--- config.mk ---
export PLATFORM = sky130hd
export DESIGN_NAME = wheel_speed_sampler_flat
export DESIGN_NICKNAME = d
export VERILOG_FILES = /design/src/rtl/wheel_speed_sampler_pkg.sv /design/src/rtl/wheel_speed_sampler_if.sv /design/src/rtl/wheel_speed_sampler_pulse_sync_edge.sv /design/src/rtl/wheel_speed_sampler.sv /design/src/flat_wrapper.sv
export SDC_FILE = /design/constraint.sdc
export NUM_CORES = 1
export LEC_CHECK = 0
export CORE_UTILIZATION = 54
export CTS_CLUSTER_DIAMETER = 80
export DETAILED_ROUTE_END_ITERATION = 10
export PLACE_DENSITY = 0.73
export SYNTH_ARGS = -nofsm -noshare
export SYNTH_HDL_FRONTEND = slang
export SYNTH_SLANG_ARGS = --single-unit
--- constraint.sdc ---
create_clock -name clk -period 2.3 [get_ports clk]
set_input_delay 0.69 -clock clk [delete_from_list [all_inputs] [get_ports clk]]
set_output_delay 0.69 -clock clk [all_outputs]
set_load 0.05 [all_outputs]
--- src/rtl/wheel_speed_sampler_pkg.sv ---
// Shared constants and FSM state type for the wheel-speed sampler.
package wheel_speed_sampler_pkg;
  localparam int IDX_W   = 5;
  localparam int IDX_MAX = (1 << IDX_W) - 1;

  typedef enum logic {
    IDLE   = 1'b0,
    SAMPLE = 1'b1
  } state_e;
endpackage

--- src/rtl/wheel_speed_sampler_if.sv ---
// Sensor-side inputs and ROM-side outputs of the wheel-speed sampler.
interface wheel_speed_sampler_if;
  import wheel_speed_sampler_pkg::*;

  logic             pulse_in;
  logic             enable;
  logic [IDX_W-1:0] speed_idx;
  logic             speed_valid;
  logic             overflow;

  modport master (
    output pulse_in, enable,
    input  speed_idx, speed_valid, overflow
  );

  modport slave (
    input  pulse_in, enable,
    output speed_idx, speed_valid, overflow
  );
endinterface

--- src/rtl/wheel_speed_sampler_pulse_sync_edge.sv ---
// Metastability synchronizer for the raw sensor pulse followed by a rising-edge detector.
module pulse_sync_edge #(
  parameter int SYNC_STAGES = 2
) (
  input  logic clk,
  input  logic rst_n,
  input  logic async_in,
  output logic rise
);
  logic [SYNC_STAGES-1:0] sync_q;
  logic                   dly_q;

  always_ff @(posedge clk or negedge rst_n) begin
    if (!rst_n) begin
      sync_q <= '0;
      dly_q  <= 1'b0;
    end else begin
      sync_q <= {sync_q[SYNC_STAGES-2:0], async_in};
      dly_q  <= sync_q[SYNC_STAGES-1];
    end
  end

  assign rise = sync_q[SYNC_STAGES-1] & ~dly_q;
endmodule

--- src/rtl/wheel_speed_sampler.sv ---
// Counts wheel-sensor edges per gate window and presents the saturated count as a ROM index.
module wheel_speed_sampler
  import wheel_speed_sampler_pkg::*;
#(
  parameter int GATE_CYCLES = 1000,
  parameter int SYNC_STAGES = 2
) (
  input  logic                  clk,
  input  logic                  rst_n,
  wheel_speed_sampler_if.slave  bus
);
  localparam int            GW        = $clog2(GATE_CYCLES);
  localparam logic [GW-1:0] GATE_LAST = GW'(GATE_CYCLES - 1);

  state_e           state_q, state_d;
  logic [GW-1:0]    gate_q, gate_d;
  logic [IDX_W-1:0] cnt_q, cnt_d, cnt_nx;
  logic             sat_q, sat_d, sat_nx;
  logic [IDX_W-1:0] idx_q, idx_d;
  logic             ovf_q, ovf_d;
  logic             vld_q, vld_d;
  logic             rise, run, term, at_max;

  pulse_sync_edge #(.SYNC_STAGES(SYNC_STAGES)) u_sync (
    .clk      (clk),
    .rst_n    (rst_n),
    .async_in (bus.pulse_in),
    .rise     (rise)
  );

  always_ff @(posedge clk or negedge rst_n) begin
    if (!rst_n) state_q <= IDLE;
    else        state_q <= state_d;
  end

  // A completed window and an abort both land in IDLE when enable is low.
  always_comb begin
    state_d = state_q;
    case (state_q)
      IDLE:    if (bus.enable)  state_d = SAMPLE;
      SAMPLE:  if (!bus.enable) state_d = IDLE;
      default: state_d = IDLE;
    endcase
  end

  always_comb begin
    term = (state_q == SAMPLE) && (gate_q == GATE_LAST);
    run  = (state_q == SAMPLE) && bus.enable && !term;
  end

  assign at_max = (cnt_q == IDX_W'(IDX_MAX));
  assign cnt_nx = (rise && !at_max) ? cnt_q + IDX_W'(1) : cnt_q;
  assign sat_nx = sat_q | (rise & at_max);

  // Terminal cycle publishes regardless of enable; anything else not running clears.
  always_comb begin
    gate_d = '0;
    cnt_d  = '0;
    sat_d  = 1'b0;
    idx_d  = idx_q;
    ovf_d  = ovf_q;
    vld_d  = 1'b0;
    if (term) begin
      idx_d = cnt_nx;
      ovf_d = sat_nx;
      vld_d = 1'b1;
    end else if (run) begin
      gate_d = gate_q + GW'(1);
      cnt_d  = cnt_nx;
      sat_d  = sat_nx;
    end
  end

  always_ff @(posedge clk or negedge rst_n) begin
    if (!rst_n) begin
      gate_q <= '0;
      cnt_q  <= '0;
      sat_q  <= 1'b0;
      idx_q  <= '0;
      ovf_q  <= 1'b0;
      vld_q  <= 1'b0;
    end else begin
      gate_q <= gate_d;
      cnt_q  <= cnt_d;
      sat_q  <= sat_d;
      idx_q  <= idx_d;
      ovf_q  <= ovf_d;
      vld_q  <= vld_d;
    end
  end

  assign bus.speed_idx   = idx_q;
  assign bus.speed_valid = vld_q;
  assign bus.overflow    = ovf_q;
endmodule

--- src/flat_wrapper.sv ---
// flat-port wrapper written by rule: the top's interface ports become plain ports
module wheel_speed_sampler_flat import wheel_speed_sampler_pkg::*;
#(
  parameter int GATE_CYCLES = 1000,
  parameter int SYNC_STAGES = 2
)
  (clk, rst_n, bus_pulse_in, bus_enable, bus_speed_idx, bus_speed_valid, bus_overflow);
  wheel_speed_sampler_if bus_i ();
  input  logic clk;
  input  logic rst_n;
  input wire logic [$bits(bus_i.pulse_in)-1:0] bus_pulse_in;
  input wire logic [$bits(bus_i.enable)-1:0] bus_enable;
  output wire logic [$bits(bus_i.speed_idx)-1:0] bus_speed_idx;
  output wire logic [$bits(bus_i.speed_valid)-1:0] bus_speed_valid;
  output wire logic [$bits(bus_i.overflow)-1:0] bus_overflow;
  assign bus_i.pulse_in = bus_pulse_in;
  assign bus_i.enable = bus_enable;
  assign bus_speed_idx = bus_i.speed_idx;
  assign bus_speed_valid = bus_i.speed_valid;
  assign bus_overflow = bus_i.overflow;
  wheel_speed_sampler #(.GATE_CYCLES(GATE_CYCLES), .SYNC_STAGES(SYNC_STAGES)) u_core (.clk(clk), .rst_n(rst_n), .bus(bus_i));
endmodule
### Word-level counts from Yosys, hierarchy flattened

Index checks and enable logic that the tools add are counted.

| storage, ports and cells | value |
|---|---|
| register bits after elaboration | 27 |

| operators by class | value |
|---|---|
| add/subtract/negate cells | 2 |
| equality and inequality tests | 2 |
| multiplexer cells | 9 |
| bitwise logic cells | 4 |
| reductions and logical operators | 6 |

Operators by type and width:

| operator | number |
|---|---|
| 10-bit two-way mux | 2 |
| 5-bit two-way mux | 3 |
| 10-bit by 1-bit adder with 10-bit output (second input constant) | 1 |
| 10-bit == test (second input constant) | 1 |
| 5-bit by 1-bit adder with 5-bit output (second input constant) | 1 |
| 5-bit == test (second input constant) | 1 |
| 1-bit logical AND | 4 |
| 1-bit two-way mux | 4 |
| 1-bit AND | 2 |
| 1-bit zero test | 2 |
| 1-bit inverter | 1 |
| 1-bit bitwise OR | 1 |

### Logic depth before layout (Yosys ltp)

| depth | value |
|---|---|
| word-level depth | 6 |
| gate-level depth with buffers | 7 |
| gate-level depth less buffers | 7 |

### Hierarchy

Synthesis repeated with hierarchy kept, for this count alone.

| second synthesis, totals | value |
|---|---|
| cell total of the unflattened synthesis | 102 |
| area, all modules | 1,136.1 µm² |

By module, submodules not included:

| module | instances | cells each | area an instance (µm²) | sequential area each (µm²) |
|---|---|---|---|---|
| wheel_speed_sampler | 1 | 98 | 1,047.3 | 600.6 |
| pulse_sync_edge | 1 | 4 | 88.8 | 75.1 |

### Worst setup path after synthesis

Ideal clock, no wire load.

| timing path | value |
|---|---|
| path kind | register to register |
| start | register u_core.cnt_q[0] |
| end | register u_core.idx_q[3], in the netlist u_core.bus.speed_idx[3] |
| data arrival time | 1,695 ps |
| data required time | 2,179 ps |
| setup slack | 484 ps |
| stages on the path, launching flop included | 8 |
| buffers on the path | 0 |
| clock period less this slack | 1,816 ps |
| cells stage by stage | dfrtp_1 > ha_1 > and3_1 > ha_1 > nor3b_2 > nand4_1 > xor2_1 > o21ai_2 |

| between the ends | value |
|---|---|
| word-level cells in the longest chain between the ends | 4 |
| elaborated cells between the ends (all ways) | 5 |

Ends and longest elaborated chain:

| item | RTL line | text |
|---|---|---|
| start: declaration | wheel_speed_sampler.sv:17 | `logic [IDX_W-1:0] cnt_q, cnt_d, cnt_nx;` |
| start signal: assignment | wheel_speed_sampler.sv:84 | `cnt_q <= cnt_d;` |
| branches (longest 3 deep; another with 5-bit by 1-bit adder with 5-bit output) | - |  |
| 5-bit two-way mux (*) | wheel_speed_sampler.sv:52 | `assign cnt_nx = (rise && !at_max) ? cnt_q + IDX_W'(1) : cnt_q;` |
| end signal: assignment | wheel_speed_sampler.sv:86 | `idx_q <= idx_d;` |
| end: declaration | wheel_speed_sampler.sv:19 | `logic [IDX_W-1:0] idx_q, idx_d;` |

Mark *: on every way between the ends.
A chain may end at the register's enable or synchronous reset.

### Final worst setup path

| timing path | value |
|---|---|
| start | register u_core.idx_q[1], in the netlist u_core.bus.speed_idx[1] |
| end | output port bus_speed_idx[1] |

RTL lines:

| item | RTL line | text |
|---|---|---|
| end: declaration | flat_wrapper.sv:13 | `output wire logic [$bits(bus_i.speed_idx)-1:0] bus_speed_idx;` |

No word-level cell between the ends.

==> metrics.md <==
| Metric | Value |
|---|---|
| Outcome | `complete, no violations` |
| Die area | `0.00231 sq mm` |
| Area Growth Syn to Fin | `12.9%` |
| IO Count | `11` |
| Hold crit path type | `reg -> reg` |
| Commonest cells after routing, fill and taps aside | `dfrtp_1 (27), nor2_1 (15), nand2_1 (12)` |
| Post-Syn Area | `0.00114 sq mm` |
| Via count | `740` |
| First-pass GRT wire length | `2840 um` |
| Most common cell after layout, fill and taps aside | `dfrtp_1` |
| Hold buffer count at cts | `0` |
| Num CTS Buffers | `3` |
| Worst-path fanout max | `2` |
| Layout cells sized above 1 | `11.4%` |
| Die height | `48.0 um` |
| Net Count, Synth | `108` |
| Initial Utilization | `57.8%` |
| Syn. warnings | `0` |
| Final period utilization | `96.1%` |
| Buf/Inv on CP | `1` |
| Worst reg2reg endpoint | `u_core.cnt_q[3]` |
| Worst slew pin tran | `0.520 ns` |
| VDD IR max | `488 uV` |
| HPWL after detailed placement | `1250 um` |
| # fillers | `160` |
| Root buffer cell | `clkbuf_4` |
| Total power | `0.000702 W` |
| CP max-delay cell | `clkdlybuf4s50_1` |
| Clock Latency Late Sink | `0.31 ns` |
| Avg WL per Cell | `12.2 um` |
| Crit path largest cell delay | `0.82 ns` |
| Setup CP Type | `reg -> out` |
| Cells after Synth | `101` |
| Vias in the first global route | `658` |
| RR Startpoint | `u_core.cnt_q[0]` |
| Power Density | `543 mW/mm^2` |
| Synth Area per Inst | `11.3 sq um` |
| Crit start category | `register` |
| RSZ-0062 raised after global routing | `false` |
| Max Fclk | `452 MHz` |
| Postcts setup bufs | `0` |
| Worst setup path start | `u_core.bus.speed_idx[1]` |
| Input/output buffers | `10` |
| Core Rows | `16` |
| Leak | `0.604 nW` |
| Max-slew headroom | `65.3%` |
| Gp weighted congestion | `0.803` |
| Family with the most delay on the worst path | `buffers and inverters` |
| Min Tclk post-route | `2.21 ns` |
| Remaining antenna violation count | `0` |
| Tot GR Track Use | `18.3%` |
| Diode count | `0` |
| Final Max Slew Viols | `0` |
| Multi-input logic area | `430 sq um` |
| Final nets | `122` |
| MaxCap Viol Count | `0` |
| Worst R2R Setup Slack | `0.26 ns` |
| R2R depth | `7` |
| Post-synth ARST share | `100%` |
| GRT overflow | `0` |
| Ys flop type | `dfrtp_1` |
| Pin count of the biggest net entering global routing | `28` |
| Register Area | `676 sq um` |
| CP arrival | `1.52 ns` |
| Max clock buf depth | `2` |
| Vias per inst | `5.25` |
| Critical Path Stages | `1` |
| CP cell instances | `clkdlybuf4s50_1` |
| PostCTS Resize Cnt | `0` |
| # DRC | `0` |
| Antenna violations before repair | `0` |
| Drt first pass iters | `2` |
| DRT Wirelength | `1720 um` |
| Final setup fails | `0` |
| Initial DRC count | `7` |
| CTS tree | `yes` |
| Synthesized flop and latch total | `27` |
| Final hold vios | `0` |
| Clock transition at path regs | `0.13 ns` |
| Final Skew | `0.00623 ns` |
| Setup TNS Final | `0 ns` |
| Post-synth EDFFs | `0` |
| Die X | `48.0 um` |
| Clk sinks | `27` |
| Core Footprint | `0.00198 sq mm` |
| Critical path endpoint | `bus_speed_idx[1]` |
| Critical Path RT | `1.61 ns` |
| Max H-tree Level | `1` |
| Yosys cell types | `27` |
| CP endpoint kind | `output pin` |
| Register area share after synthesis | `59.0%` |
==> area by class of cell <==
class	count	share of cell area, %
flip-flops and latches	27	52.3
multi-input cells	68	33.3
repair buffers	12	8.91
well taps	27	2.61
clock buffers	4	2.03
inverters	3	0.871
==> cell usage after synthesis, types with 2 or more instances <==
master / count / area share [%]
xor2_1: 5 / 3.8
o21ai_1: 3 / 1.3
buf_6: 2 / 2.0
nand3_1: 2 / 0.87
xnor2_1: 3 / 2.3
and3_2: 2 / 1.3
nand4_1: 2 / 1.1
o21ai_2: 3 / 2.3
o221a_2: 2 / 2.0
dfrtp_1: 27 / 59
and2_1: 2 / 1.1
ha_1: 3 / 3.3
nor2_1: 15 / 4.9
nand2_1: 12 / 3.9
inv_1: 3 / 0.98
and3_1: 3 / 1.6
mux2i_1: 2 / 1.7
==> how the worst min path moves through the flow <==
stage                                  from                      end  slack [ns]  cells after the start
floorplan           u_core.u_sync.sync_q[0]  u_core.u_sync.sync_q[1]        0.33                      0
global placement    u_core.u_sync.sync_q[0]  u_core.u_sync.sync_q[1]        0.33                      0
detailed placement  u_core.u_sync.sync_q[0]  u_core.u_sync.sync_q[1]        0.34                      0
CTS                 u_core.u_sync.sync_q[0]  u_core.u_sync.sync_q[1]        0.37                      0
global route        u_core.u_sync.sync_q[0]  u_core.u_sync.sync_q[1]        0.37                      0
finish              u_core.u_sync.sync_q[0]  u_core.u_sync.sync_q[1]        0.36                      0
==> cells by family (layout without fill, tap and decap cells) <==
family,Yosys count,count (layout),synth area share [%]
adder cells (fa/ha/maj),3,3,3.28
AO/OA/AOI/OAI,12,12,7.87
buffers and inverters,6,19,3.39
multiplexers,2,2,1.75
XOR/XNOR,8,8,6.12
AND/OR/NAND/NOR,43,43,18.6
flip-flops,27,27,59.0
==> routing by layer <==
| metal | up-vias | wire (um) | track usage (%) |
|---|---|---|---|
| li1 | 373 | - | - |
| met1 | 356 | 871 | 25.3 |
| met2 | 11 | 787 | 28.1 |
| met3 | 0 | 63 | 6.79 |
| met4 | 0 | 0 | 3.33 |
| met5 | - | 0 | 0 |
==> registers in the layout, indices dropped and copies added (netlist names) <==
| name | cells |
|---|---|
| u_core.bus.overflow | 1 |
| u_core.bus.speed_idx | 5 |
| u_core.bus.speed_valid | 1 |
| u_core.cnt_q | 5 |
| u_core.gate_q | 10 |
| u_core.sat_q | 1 |
| u_core.state_q | 1 |
| u_core.u_sync.dly_q | 1 |
| u_core.u_sync.sync_q | 2 |
==> report_power, final <==
part           internal (W)  switching [W]  total [W]
clock network     0.0000677       0.000121   0.000189
logic             0.0000106      0.0000177  0.0000283
registers          0.000481     0.00000364   0.000484
==> per-stage QoR <==
stage | util, % | hold slack (ns) | area, sq um | setup WS, ns | instances
after floorplan | - | 0.331 | 1140 | 0.484 | 101
after global placement | 63.9 | 0.334 | 1270 | 0.328 | 137
after detailed placement | 63.9 | 0.339 | 1270 | 0.273 | 137
after CTS | 65.2 | 0.371 | 1290 | 0.0678 | 141
after global routing | 65.2 | 0.373 | 1290 | 0.0356 | 141
final | 65.2 | 0.364 | 1290 | 0.0891 | 141
Power figures use the tool's default switching activity.
